<file path="src/rtl/fifo_frame_pkg.sv">
// fifo_frame_pkg: state and error encodings plus header sizing shared by the
// fifo_frame_reader slice.
package fifo_frame_pkg;

    typedef enum logic [1:0] {
        ST_HDR     = 2'd0,
        ST_PAYLOAD = 2'd1,
        ST_DISCARD = 2'd2
    } state_t;

    typedef enum logic [1:0] {
        ERR_NONE     = 2'd0,
        ERR_LEN_ZERO = 2'd1,
        ERR_LEN_BIG  = 2'd2
    } err_code_t;

    // Number of FIFO words needed to carry one length field.
    function automatic int hdr_words_calc(input int len_width, input int data_width);
        return (len_width + data_width - 1) / data_width;
    endfunction

endpackage

</file>
<file path="src/rtl/fifo_frame_out_stage.sv">
// fifo_frame_out_stage: one-entry registered valid/ready holding register for
// payload data with sop/eop flags.
module fifo_frame_out_stage #(
    parameter int DATA_WIDTH = 8
) (
    input  logic                  clk,
    input  logic                  rst,
    input  logic                  load,
    input  logic [DATA_WIDTH-1:0] load_data,
    input  logic                  load_sop,
    input  logic                  load_eop,
    input  logic                  m_ready,
    output logic                  m_valid,
    output logic [DATA_WIDTH-1:0] m_data,
    output logic                  m_sop,
    output logic                  m_eop
);

    // NOTE: sequential state uses non-blocking assignments so every register
    // samples pre-edge values regardless of statement order.
    always_ff @(posedge clk) begin
        if (rst) begin
            m_valid <= 1'b0;
            m_data  <= '0;
            m_sop   <= 1'b0;
            m_eop   <= 1'b0;
        end else if (load) begin
            m_valid <= 1'b1;
            m_data  <= load_data;
            m_sop   <= load_sop;
            m_eop   <= load_eop;
        end else if (m_ready) begin
            m_valid <= 1'b0;
        end
    end

endmodule

</file>
<file path="src/rtl/fifo_frame_reader.sv">
// fifo_frame_reader: pops a big-endian length header from an FWFT FIFO and forwards
// that many payload words as a sop/eop framed stream. Counters: FIFO_FRAME_READER_STATS_EN.
module fifo_frame_reader
    import fifo_frame_pkg::*;
#(
    parameter int DATA_WIDTH = 8,
    parameter int LEN_WIDTH  = 16,
    parameter int MAX_LEN    = 1500
) (
    input  logic                  clk,
    input  logic                  rst,
    input  logic                  fifo_has_data,
    input  logic [DATA_WIDTH-1:0] fifo_rd_data,
    output logic                  fifo_rd_en,
    output logic                  m_valid,
    input  logic                  m_ready,
    output logic [DATA_WIDTH-1:0] m_data,
    output logic                  m_sop,
    output logic                  m_eop,
    output logic                  err_len_zero,
    output logic                  err_len_big,
    output logic [31:0]           frame_count,
    output logic [31:0]           drop_count
);

    localparam int HDR_WORDS = hdr_words_calc(LEN_WIDTH, DATA_WIDTH);
    localparam int HDR_W     = HDR_WORDS * DATA_WIDTH;
    localparam int HCNT_W    = $clog2(HDR_WORDS + 1);

    state_t                state_q, state_d;
    logic [HCNT_W-1:0]     hcnt_q, hcnt_d;
    logic [LEN_WIDTH-1:0]  rem_q, rem_d;
    logic                  first_q, first_d;
    logic [HDR_W-1:0]      hdr_q, hdr_d, hdr_next;
    logic [LEN_WIDTH-1:0]  len;
    err_code_t             err_d;
    logic                  load;

    always_ff @(posedge clk) begin
        if (rst) begin
            state_q      <= ST_HDR;
            hcnt_q       <= '0;
            rem_q        <= '0;
            first_q      <= 1'b0;
            hdr_q        <= '0;
            err_len_zero <= 1'b0;
            err_len_big  <= 1'b0;
        end else begin
            state_q      <= state_d;
            hcnt_q       <= hcnt_d;
            rem_q        <= rem_d;
            first_q      <= first_d;
            hdr_q        <= hdr_d;
            err_len_zero <= (err_d == ERR_LEN_ZERO);
            err_len_big  <= (err_d == ERR_LEN_BIG);
        end
    end

    // NOTE: every signal written here gets a default first, so no path can
    // leave one unassigned and infer a latch.
    always_comb begin
        state_d    = state_q;
        hcnt_d     = hcnt_q;
        rem_d      = rem_q;
        first_d    = first_q;
        hdr_d      = hdr_q;
        err_d      = ERR_NONE;
        load       = 1'b0;
        fifo_rd_en = 1'b0;
        hdr_next   = (hdr_q << DATA_WIDTH) | HDR_W'(fifo_rd_data);
        len        = hdr_next[LEN_WIDTH-1:0];

        if (!rst) begin
            case (state_q)
                ST_HDR: begin
                    if (fifo_has_data) begin
                        fifo_rd_en = 1'b1;
                        hdr_d      = hdr_next;
                        if (hcnt_q == HCNT_W'(HDR_WORDS - 1)) begin
                            hcnt_d = '0;
                            if (len == '0) begin
                                err_d = ERR_LEN_ZERO;
                            end else if (32'(len) > 32'(MAX_LEN)) begin
                                err_d   = ERR_LEN_BIG;
                                rem_d   = len;
                                state_d = ST_DISCARD;
                            end else begin
                                rem_d   = len;
                                first_d = 1'b1;
                                state_d = ST_PAYLOAD;
                            end
                        end else begin
                            hcnt_d = hcnt_q + 1'b1;
                        end
                    end
                end
                ST_PAYLOAD: begin
                    // A new word may enter only if the holding register empties this cycle.
                    load       = fifo_has_data && (!m_valid || m_ready);
                    fifo_rd_en = load;
                    if (load) begin
                        rem_d   = rem_q - 1'b1;
                        first_d = 1'b0;
                        if (rem_q == LEN_WIDTH'(1)) state_d = ST_HDR;
                    end
                end
                ST_DISCARD: begin
                    if (fifo_has_data) begin
                        fifo_rd_en = 1'b1;
                        rem_d      = rem_q - 1'b1;
                        if (rem_q == LEN_WIDTH'(1)) state_d = ST_HDR;
                    end
                end
                default: state_d = ST_HDR;
            endcase
        end
    end

    fifo_frame_out_stage #(
        .DATA_WIDTH(DATA_WIDTH)
    ) u_out_stage (
        .clk      (clk),
        .rst      (rst),
        .load     (load),
        .load_data(fifo_rd_data),
        .load_sop (first_q),
        .load_eop (rem_q == LEN_WIDTH'(1)),
        .m_ready  (m_ready),
        .m_valid  (m_valid),
        .m_data   (m_data),
        .m_sop    (m_sop),
        .m_eop    (m_eop)
    );

`ifdef FIFO_FRAME_READER_STATS_EN
    logic [31:0] frame_cnt_q, drop_cnt_q;

    always_ff @(posedge clk) begin
        if (rst) begin
            frame_cnt_q <= '0;
            drop_cnt_q  <= '0;
        end else begin
            if (m_valid && m_ready && m_eop) frame_cnt_q <= frame_cnt_q + 32'd1;
            if (err_len_zero || err_len_big) drop_cnt_q <= drop_cnt_q + 32'd1;
        end
    end

    assign frame_count = frame_cnt_q;
    assign drop_count  = drop_cnt_q;
`else
    assign frame_count = '0;
    assign drop_count  = '0;
`endif

endmodule

</file>
<file path="config.mk">
export PLATFORM = sky130hd
export DESIGN_NAME = fifo_frame_reader
export DESIGN_NICKNAME = d
export VERILOG_FILES = /design/src/rtl/fifo_frame_pkg.sv /design/src/rtl/fifo_frame_out_stage.sv /design/src/rtl/fifo_frame_reader.sv
export SDC_FILE = /design/constraint.sdc
export NUM_CORES = 1
export LEC_CHECK = 0
export CELL_PAD_IN_SITES_DETAIL_PLACEMENT = 0
export CELL_PAD_IN_SITES_GLOBAL_PLACEMENT = 1
export CORE_AREA = 2 2 94 96
export DETAILED_ROUTE_END_ITERATION = 8
export DIE_AREA = 0 0 96 98
export PLACE_DENSITY_LB_ADDON = 0.1
export SLEW_MARGIN = 10
export SYNTH_ARGS = -nofsm -noshare
export SYNTH_HDL_FRONTEND = slang
export SYNTH_HIERARCHICAL = 1
export SYNTH_SLANG_ARGS = --single-unit
</file>
<file path="constraint.sdc">
create_clock -name clk -period 3.2 [get_ports clk]
set_clock_uncertainty 0.2 [all_clocks]
set_input_delay 0.64 -clock clk [delete_from_list [all_inputs] [get_ports clk]]
set_output_delay 0.64 -clock clk [all_outputs]
set_load 0.05 [all_outputs]
</file>
==> results of run 1 <==
## stage by stage
step | setup WS, ns | instances
finish | 0.491 | 471
global route | 0.413 | 471
CTS | 0.486 | 471
detailed placement | 0.250 | 463
global placement | 0.332 | 463
floorplan | 0.357 | 392
## where the power goes
part | total (mW) | switching [mW] | leakage, nW | internal, mW
clock | 0.361 | 0.208 | 0.0441 | 0.154
sequential | 0.789 | 0.138 | 0.342 | 0.650
combinational | 1.98 | 1.26 | 0.810 | 0.719
## state kept, by name, indices dropped and copies added, names as in the netlist
signal               flops
err_len_big              1
err_len_zero             1
first_q                  1
hcnt_q                   2
hdr_q                    8
rem_q                   16
state_q                  2
u_out_stage/m_data       8
u_out_stage/m_eop        1
u_out_stage/m_sop        1
u_out_stage/m_valid      1
## cell usage after synthesis (7+ instances only)
master,instances,area [um^2]
sky130_fd_sc_hd__o311ai_0,9,78.8
sky130_fd_sc_hd__nor3_1,11,55.1
sky130_fd_sc_hd__a21oi_1,26,130
sky130_fd_sc_hd__dfxtp_1,42,841
sky130_fd_sc_hd__nor2_1,25,93.8
sky130_fd_sc_hd__o31ai_1,11,82.6
sky130_fd_sc_hd__ha_1,7,87.6
sky130_fd_sc_hd__buf_4,64,480
sky130_fd_sc_hd__nand2_1,29,109
sky130_fd_sc_hd__inv_1,10,37.5
sky130_fd_sc_hd__clkbuf_1,10,37.5
sky130_fd_sc_hd__mux2i_1,13,130
## how the worst max path moves through the flow
stage | to | slack (ns) | cells after the start | startpoint
after detailed placement | rem_q[13] | 0.25 | 7 | fifo_rd_data[3]
after global routing | rem_q[15] | 0.41 | 7 | fifo_rd_data[3]
after CTS | fifo_rd_en | 0.49 | 5 | m_ready
final | fifo_rd_en | 0.49 | 4 | fifo_has_data
after global placement | rem_q[12] | 0.33 | 7 | fifo_rd_data[3]
after floorplan | fifo_rd_en | 0.36 | 3 | rst
## area by class of cell
| cell class | count | area (um^2) | share of cell area (%) |
|---|---|---|---|
| sequential | 42 | 841 | 28.0 |
| clock buffer | 5 | 68.8 | 2.29 |
| multi-input combinational | 260 | 1500 | 49.9 |
| timing repair buffer | 42 | 400 | 13.3 |
| clock inverter | 3 | 21.3 | 0.707 |
| inverter | 11 | 41.3 | 1.37 |
| tap | 108 | 135 | 4.49 |
## worst max-delay path: cells and delay by family
family                 cells  cell delay (ns)
AOI/OAI and AO/OA          1             0.33
buffers and inverters      2             0.79
and+or+nand+nor            1             0.11
## cells by family (layout without fill, tap and decap cells)
logic type / Yosys count / after routing / synth area share (%)
adders and majority gates: 7 / 7 / 3.25
and+or+nand+nor: 102 / 102 / 19.2
other: 1 / 64 / 0.139
DFF: 42 / 42 / 31.2
xor gates and xnor gates: 1 / 1 / 0.325
buffers and inverters: 90 / 61 / 21.9
AOI/OAI and AO/OA: 73 / 73 / 19.2
muxes: 13 / 13 / 4.83
## metal layers
metal | track usage, % | vias up
met5 | 0 | -
met4 | 3.63 | 0
met3 | 2.62 | 4
met2 | 24.6 | 70
met1 | 22.2 | 1069
li1 | - | 1108
==> impl_metrics.py, run 1 <==
metrics = {
    "sta": {
        "period_utilization_post_route_pct": 84.6,
        "worst_slew_margin_rel_pct": 58.6,
        "fmax_ghz": 0.369,
        "setup_viol": 0,
        "worst-slew-pin-transition_ns": 0.621,
        "hold_viol": 0,
        "post-route-min-period_ns": 2.71,
        "finalSetupTns_ns": 0,
        "rsz0062_at_grt": "no",
        "worst_hold_margin_ns": 0.282,
        "final-max-slew-violation-count": 0,
    },
    "grt": {
        "globalRouteOverflowTotal": 0,
        "grt_use_total_pct": 15.6,
        "number_of_antenna_violations_at_the_first_check_in_global_routing": 0,
        "grt_first_pass_wirelength_mm": 11.5,
        "vias_in_the_first_global_route": 2089,
        "grt_max_degree": 41,
    },
    "synthesis": {
        "synth_area_per_cell_um2": 8.19,
        "postSynthCellCount": 329,
        "synth-seq-area-share_pct": 31.2,
        "yosysUniqueCellTypes": 50,
        "async_flop_share_pct": 0,
        "synth-edff-count": 0,
        "synthesis_stage_register_bit_count": 42,
        "synthFlopType": "sky130_fd_sc_hd__dfxtp_1",
        "area_of_the_mapped_netlist_um2": 2690,
        "ys_warn_count": 6,
    },
    "critical_path": {
        "worstSetupPathType": "input port to output port",
        "crit_path_cell_trace": "clkdlybuf4s50_1, nand2_1, a211oi_1, buf_12",
        "required_ns": 2.36,
        "r2r_start": "rem_q[0]",
        "cpPeakStageDelay_ns": 0.60,
        "critical_path_arrival_ns": 1.87,
        "destination_of_the_worst_register_to_register_timing_path": "rem_q[12]",
        "crit_path_capture_type": "output port",
        "critical_path.startpoint_type": "input port",
        "r2r_cells": 7,
        "setup.reg_to_reg.worst_slack_ns": 0.67,
        "cp_max_fo": 7,
        "crit_path_top_delay_cell": "sky130_fd_sc_hd__clkdlybuf4s50_1",
    },
    "worst_hold_path": {
        "hold_start": "hcnt_q[1]",
        "hold_depth": 1,
        "worstHoldPathType": "flop to flop",
        "whs_endpoint": "hcnt_q[1]",
    },
    "floorplanning": {
        "die_height_um": 98,
        "start_util_pct": 31.8,
        "die_width_um": 96,
        "placement_rows": 34,
        "floorplan.core_area_um2": 8470,
        "area_of_the_die_um2": 9410,
        "ios": 90,
    },
    "place": {
        "dpl-instance-area_um2": 2920,
        "place.gp.congestion": 0.808,
        "dpl.hpwl_mm": 5.19,
        "port-buffer-count": 25,
    },
    "drt": {
        "detailroute.via_count": 2251,
        "avgViaCountPerCell": 4.78,
        "topmost_layer_with_routed_signal_wires": "met4",
        "dr_wl_met2_mm": 3.40,
        "met1Wirelength_mm": 3.50,
        "route.met3.wl_um": 271,
        "post_route_antenna_net_violation_count": 0,
        "detailedRoute.firstPassIterationCount": 4,
        "initialDrtViolationCount": 90,
        "routedWlPerCell_um": 15.4,
        "route.final.wire_length_mm": 7.24,
        "drc": 0,
    },
    "finish": {
        "areaGrowthSynthToFinish_pct": 11.7,
        "antenna-diode-count": 0,
        "mostFrequentLayoutCell": "sky130_fd_sc_hd__conb_1",
        "layout-drive-gt1-share_pct": 9.92,
        "nNetsFinal": 381,
        "most-common-layout-cells": "sky130_fd_sc_hd__conb_1, sky130_fd_sc_hd__dfxtp_1, sky130_fd_sc_hd__nand2_1",
        "finish.instance_area_um2": 3010,
        "final_core_utilization_pct": 35.5,
        "fillers": 909,
    },
    "clock_network": {
        "clock_sinks": 42,
        "cts_hold_buf": 0,
        "postCtsResizedCells": 0,
        "numCtsBuffers": 5,
        "clock_latency_ns": 0.30,
        "htree_levels": 2,
        "clk_transition_reported_paths_ns": 0.09,
        "ctsLongestPathBuffers": 2,
        "cts_tree": "yes",
        "postCtsSetupBuffers": 0,
        "clock-root-buffer": "sky130_fd_sc_hd__clkbuf_8",
    },
    "power": {
        "peakVddDrop_mv": 0.330,
        "fin_total_pwr_mw": 3.13,
        "power_per_cell_area_nw_per_um2": 1040,
        "static-leakage-power_nw": 1.20,
    },
    "run_status": {
        "status": "completed",
    },
    "flow_run": {
        "cap_violations": 0,
    },
}
Note: power is estimated with default switching activity, not from simulation.
==> inputs of run 2 (changes only) <==
==> constraint.sdc (replaced) <==
create_clock -name clk -period 2.5 [get_ports clk]
set_clock_uncertainty 0.2 [all_clocks]
set_input_delay 0.5 -clock clk [delete_from_list [all_inputs] [get_ports clk]]
set_output_delay 0.5 -clock clk [all_outputs]
set_load 0.05 [all_outputs]
==> impl_metrics.py, run 2 (synthesized netlist as in run 1, its figures left out) <==
metrics = {
    "run_status": {
        "status": "completed",
    },
    "floorplanning": {
        "area_of_the_die_um2": 9410,
        "die_height_um": 98,
        "die_width_um": 96,
        "start_util_pct": 31.8,
        "floorplan.core_area_um2": 8470,
        "placement_rows": 34,
        "ios": 90,
    },
    "finish": {
        "multiInputGateArea_um2": 1510,
        "top_register": "rem_q",
        "most-common-layout-cells": "sky130_fd_sc_hd__conb_1, sky130_fd_sc_hd__dfxtp_1, sky130_fd_sc_hd__buf_4",
        "reg_top3": "rem_q (16), hdr_q (8), u_out_stage/m_data (8)",
        "antenna-diode-count": 0,
        "nNetsFinal": 401,
        "mostFrequentLayoutCell": "sky130_fd_sc_hd__conb_1",
        "fillers": 895,
        "largest_register_ffs": 16,
        "final_core_utilization_pct": 37.5,
        "layout-drive-gt1-share_pct": 14.9,
        "areaGrowthSynthToFinish_pct": 17.8,
        "sequential_cell_area_um2": 841,
    },
    "place": {
        "dpl.hpwl_mm": 5.35,
        "port-buffer-count": 25,
        "place.gp.congestion": 0.798,
    },
    "drt": {
        "initialDrtViolationCount": 111,
        "routedWlPerCell_um": 14.9,
        "avgViaCountPerCell": 4.74,
        "detailedRoute.firstPassIterationCount": 5,
        "detailroute.via_count": 2328,
        "drc": 0,
        "post_route_antenna_net_violation_count": 0,
        "route.final.wire_length_mm": 7.32,
    },
    "critical_path": {
        "cp_max_fo": 4,
        "worstSetupPathType": "input port to flop",
        "required_ns": 2.51,
        "critical_path_arrival_ns": 2.39,
        "crit_path_capture_type": "flop",
        "r2r_cells": 8,
        "critical_path.startpoint_type": "input port",
    },
    "sta": {
        "fmax_ghz": 0.420,
        "post-route-min-period_ns": 2.38,
        "setup_viol": 0,
        "finalSetupTns_ns": 0,
        "period_utilization_post_route_pct": 95.3,
        "worst_hold_margin_ns": 0.278,
        "rsz0062_at_grt": "no",
        "hold_viol": 0,
        "worst-slew-pin-transition_ns": 0.511,
        "worst_slew_margin_rel_pct": 65.8,
        "final-max-slew-violation-count": 0,
    },
    "flow_run": {
        "cap_violations": 0,
    },
    "grt": {
        "number_of_antenna_violations_at_the_first_check_in_global_routing": 0,
        "grt_max_degree": 41,
        "grt_use_total_pct": 15.9,
        "grt_first_pass_wirelength_mm": 11.6,
        "globalRouteOverflowTotal": 0,
        "vias_in_the_first_global_route": 2138,
    },
    "clock_network": {
        "clock_latency_ns": 0.30,
        "numCtsBuffers": 5,
        "clock_sinks": 42,
        "postCtsSetupBuffers": 0,
        "postCtsResizedCells": 0,
        "clock-root-buffer": "sky130_fd_sc_hd__clkbuf_8",
        "clk_transition_reported_paths_ns": 0.09,
        "cts_tree": "yes",
        "cts_hold_buf": 0,
        "htree_levels": 2,
        "ctsLongestPathBuffers": 2,
    },
    "power": {
        "static-leakage-power_nw": 1.30,
        "power_per_cell_area_nw_per_um2": 1370,
        "fin_total_pwr_mw": 4.36,
        "peakVddDrop_mv": 0.503,
    },
    "worst_hold_path": {
        "worstHoldPathType": "flop to flop",
        "hold_depth": 2,
    },
}
run 2: final timing paths:
| path | startpoint | end | slack (ns) |
|---|---|---|---|
| hold reg to reg | hdr_q[4] | hdr_q[4] | 0.28 |
| setup / recovery | fifo_rd_data[5] | state_q[0] | 0.12 |
| setup reg to reg | state_q[0] | state_q[0] | 0.15 |
| hold / removal | hdr_q[4] | hdr_q[4] | 0.28 |
run 2: final cells by class:
type / count / share of cell area, %
clock buffer: 5 / 2.17
clock inverter: 3 / 1.38
inverter: 11 / 1.30
multi-input combinational: 260 / 47.4
sequential: 42 / 26.5
tap: 108 / 4.26
timing repair buffer: 62 / 17.0
run 2: report_power, final:
part	switching, mW	internal (mW)
registers	0.161	0.832
clock network	0.257	0.300
logic	1.66	1.15
total	2.08	2.28
run 2: layer usage:
layer	track usage, %	vias up	share of wire [%]
met1	22.5	1084	47
met4	3.63	0	0.96
met2	25.2	91	46
li1	-	1149	-
met3	2.70	4	5.7
met5	0	-	0
run 2: critical path, cell delays in order:
cell	delay, ns
sky130_fd_sc_hd__clkdlybuf4s50_1	0.53
sky130_fd_sc_hd__nor3_1	0.09
sky130_fd_sc_hd__and3_1	0.18
sky130_fd_sc_hd__a211o_1	0.35
sky130_fd_sc_hd__buf_4	0.16
sky130_fd_sc_hd__or4b_1	0.51
sky130_fd_sc_hd__o31ai_1	0.07
run 2: per-stage QoR:
stage          std cells  instance area (um^2)  setup WS, ns
2_1_floorplan        392                  2940         0.271
3_3_place_gp         483                  3060        -0.154
3_5_place_dp         483                  3060        -0.166
4_1_cts              491                  3170         0.137
5_1_grt              491                  3170        0.0149
6_report             491                  3170         0.118
==> inputs of run 3 (changes only) <==
--- a/config.mk
+++ b/config.mk
@@ -11,6 +11,8 @@
 export DETAILED_ROUTE_END_ITERATION = 8
 export DIE_AREA = 0 0 96 98
 export PLACE_DENSITY_LB_ADDON = 0.1
+export SETUP_SLACK_MARGIN = 0.4
+export SKIP_CTS_REPAIR_TIMING = 1
 export SLEW_MARGIN = 10
 export SYNTH_ARGS = -nofsm -noshare
 export SYNTH_HDL_FRONTEND = slang
==> impl_metrics.py, run 3 (synthesized netlist as in run 1, its figures left out) <==
metrics = {
    "sta": {
        "worst_slew_margin_rel_pct": 65.0,
        "rsz0062_at_grt": "yes",
        "post-route-min-period_ns": 2.22,
        "worst-slew-pin-transition_ns": 0.524,
        "fin_ws_ns": 0.285,
        "period_utilization_post_route_pct": 88.6,
        "hold_viol": 0,
        "finalSetupTns_ns": 0,
        "final-max-slew-violation-count": 0,
        "setup_viol": 0,
        "fmax_ghz": 0.451,
    },
    "finish": {
        "antenna-diode-count": 0,
        "areaGrowthSynthToFinish_pct": 35.5,
        "multiInputGateArea_um2": 1780,
        "layout-drive-gt1-share_pct": 28.2,
        "mostFrequentLayoutCell": "sky130_fd_sc_hd__conb_1",
        "sequential_cell_area_um2": 860,
        "most-common-layout-cells": "sky130_fd_sc_hd__conb_1, sky130_fd_sc_hd__buf_4, sky130_fd_sc_hd__dfxtp_1",
        "largest_register_ffs": 16,
        "fillers": 881,
        "top_register": "rem_q",
        "reg_top3": "rem_q (16), hdr_q (8), u_out_stage/m_data (8)",
        "nNetsFinal": 412,
    },
    "drt": {
        "routedWlPerCell_um": 15.5,
        "detailedRoute.firstPassIterationCount": 4,
        "drc": 0,
        "initialDrtViolationCount": 96,
        "avgViaCountPerCell": 4.79,
        "detailroute.via_count": 2403,
        "route.final.wire_length_mm": 7.78,
        "post_route_antenna_net_violation_count": 0,
    },
    "floorplanning": {
        "ios": 90,
        "die_height_um": 98,
        "start_util_pct": 31.8,
        "area_of_the_die_um2": 9410,
        "die_width_um": 96,
        "floorplan.core_area_um2": 8470,
        "placement_rows": 34,
    },
    "critical_path": {
        "critical_path_arrival_ns": 2.23,
        "critical_path.startpoint_type": "flop",
        "worstSetupPathType": "flop to flop",
        "cp_max_fo": 5,
        "crit_path_capture_type": "flop",
        "required_ns": 2.51,
    },
    "grt": {
        "grt_max_degree": 41,
        "number_of_antenna_violations_at_the_first_check_in_global_routing": 0,
        "grt_use_total_pct": 16.8,
        "grt_first_pass_wirelength_mm": 12.2,
        "globalRouteOverflowTotal": 0,
        "vias_in_the_first_global_route": 2355,
    },
    "clock_network": {
        "cts_tree": "yes",
        "clock_latency_ns": 0.29,
        "clock-root-buffer": "sky130_fd_sc_hd__clkbuf_8",
        "ctsLongestPathBuffers": 2,
        "numCtsBuffers": 5,
        "htree_levels": 2,
        "clock_sinks": 42,
        "clk_transition_reported_paths_ns": 0.08,
    },
    "place": {
        "place.gp.congestion": 0.808,
        "port-buffer-count": 25,
        "place_worst_setup_slack_ns": -0.145,
        "dpl.hpwl_mm": 5.45,
    },
    "power": {
        "power_per_cell_area_nw_per_um2": 1370,
        "fin_total_pwr_mw": 5.01,
        "peakVddDrop_mv": 0.464,
        "static-leakage-power_nw": 1.75,
    },
    "run_status": {
        "status": "completed",
    },
    "flow_run": {
        "cap_violations": 0,
    },
    "worst_hold_path": {
        "worstHoldPathType": "flop to flop",
    },
}
==> run 3: cell count changes in the layout (fill, tap and decap cells not counted), sizes merged <==
cell / delta
clkbuf: +2
dlymetal6s2s: +24
buf: +11
clkdlybuf4s50: -24
bufinv: -1
inv: -1
==> run 3: critical path, cell delays in order, from the launching register on <==
cell,delay (ns)
sky130_fd_sc_hd__dfxtp_4,0.37
sky130_fd_sc_hd__or4_4,0.54
sky130_fd_sc_hd__or2_4,0.27
sky130_fd_sc_hd__o21a_1,0.21
sky130_fd_sc_hd__or4b_4,0.48
sky130_fd_sc_hd__o31ai_2,0.07
==> run 3: area by class of cell <==
class,count,share of cell area [%]
multi-input cells,260,48.7
inverters,11,1.34
clock inverters,1,0.137
flip-flops and latches,42,23.6
repair buffers,73,20.2
well taps,108,3.70
clock buffers,7,2.37
==> run 3: layer usage <==
metal,up-vias,track usage [%],part of all wire [%]
met5,-,0,0
met3,9,2.55,4.2
met1,1130,22.6,45
met2,92,26.6,49
li1,1172,-,-
met4,0,6.92,1.7
==> run 3: path summary, 6_finish.rpt <==
path	start	end	slack (ns)	cells after the start
max	rem_q[8]	state_q[0]	0.28	5
min	hdr_q[4]	hdr_q[4]	0.28	2
max reg2reg	rem_q[8]	state_q[0]	0.28	5
min reg2reg	hdr_q[4]	hdr_q[4]	0.28	2
==> run 3: power by group <==
part | total, mW | leakage [nW] | switching [mW] | internal [mW]
registers | 1.06 | 0.346 | 0.213 | 0.848
clock network | 0.466 | 0.0482 | 0.243 | 0.223
logic | 3.48 | 1.35 | 1.92 | 1.56
==> run 3: per-stage QoR <==
stage	cell area [um^2]	cells	hold slack, ns	util [%]
floorplan	3000	392	0.243	-
global placement	3110	482	0.259	36.8
detailed placement	3110	482	0.261	36.8
CTS	3200	490	0.283	37.8
global route	3650	502	0.301	43.1
finish	3650	502	0.280	43.1
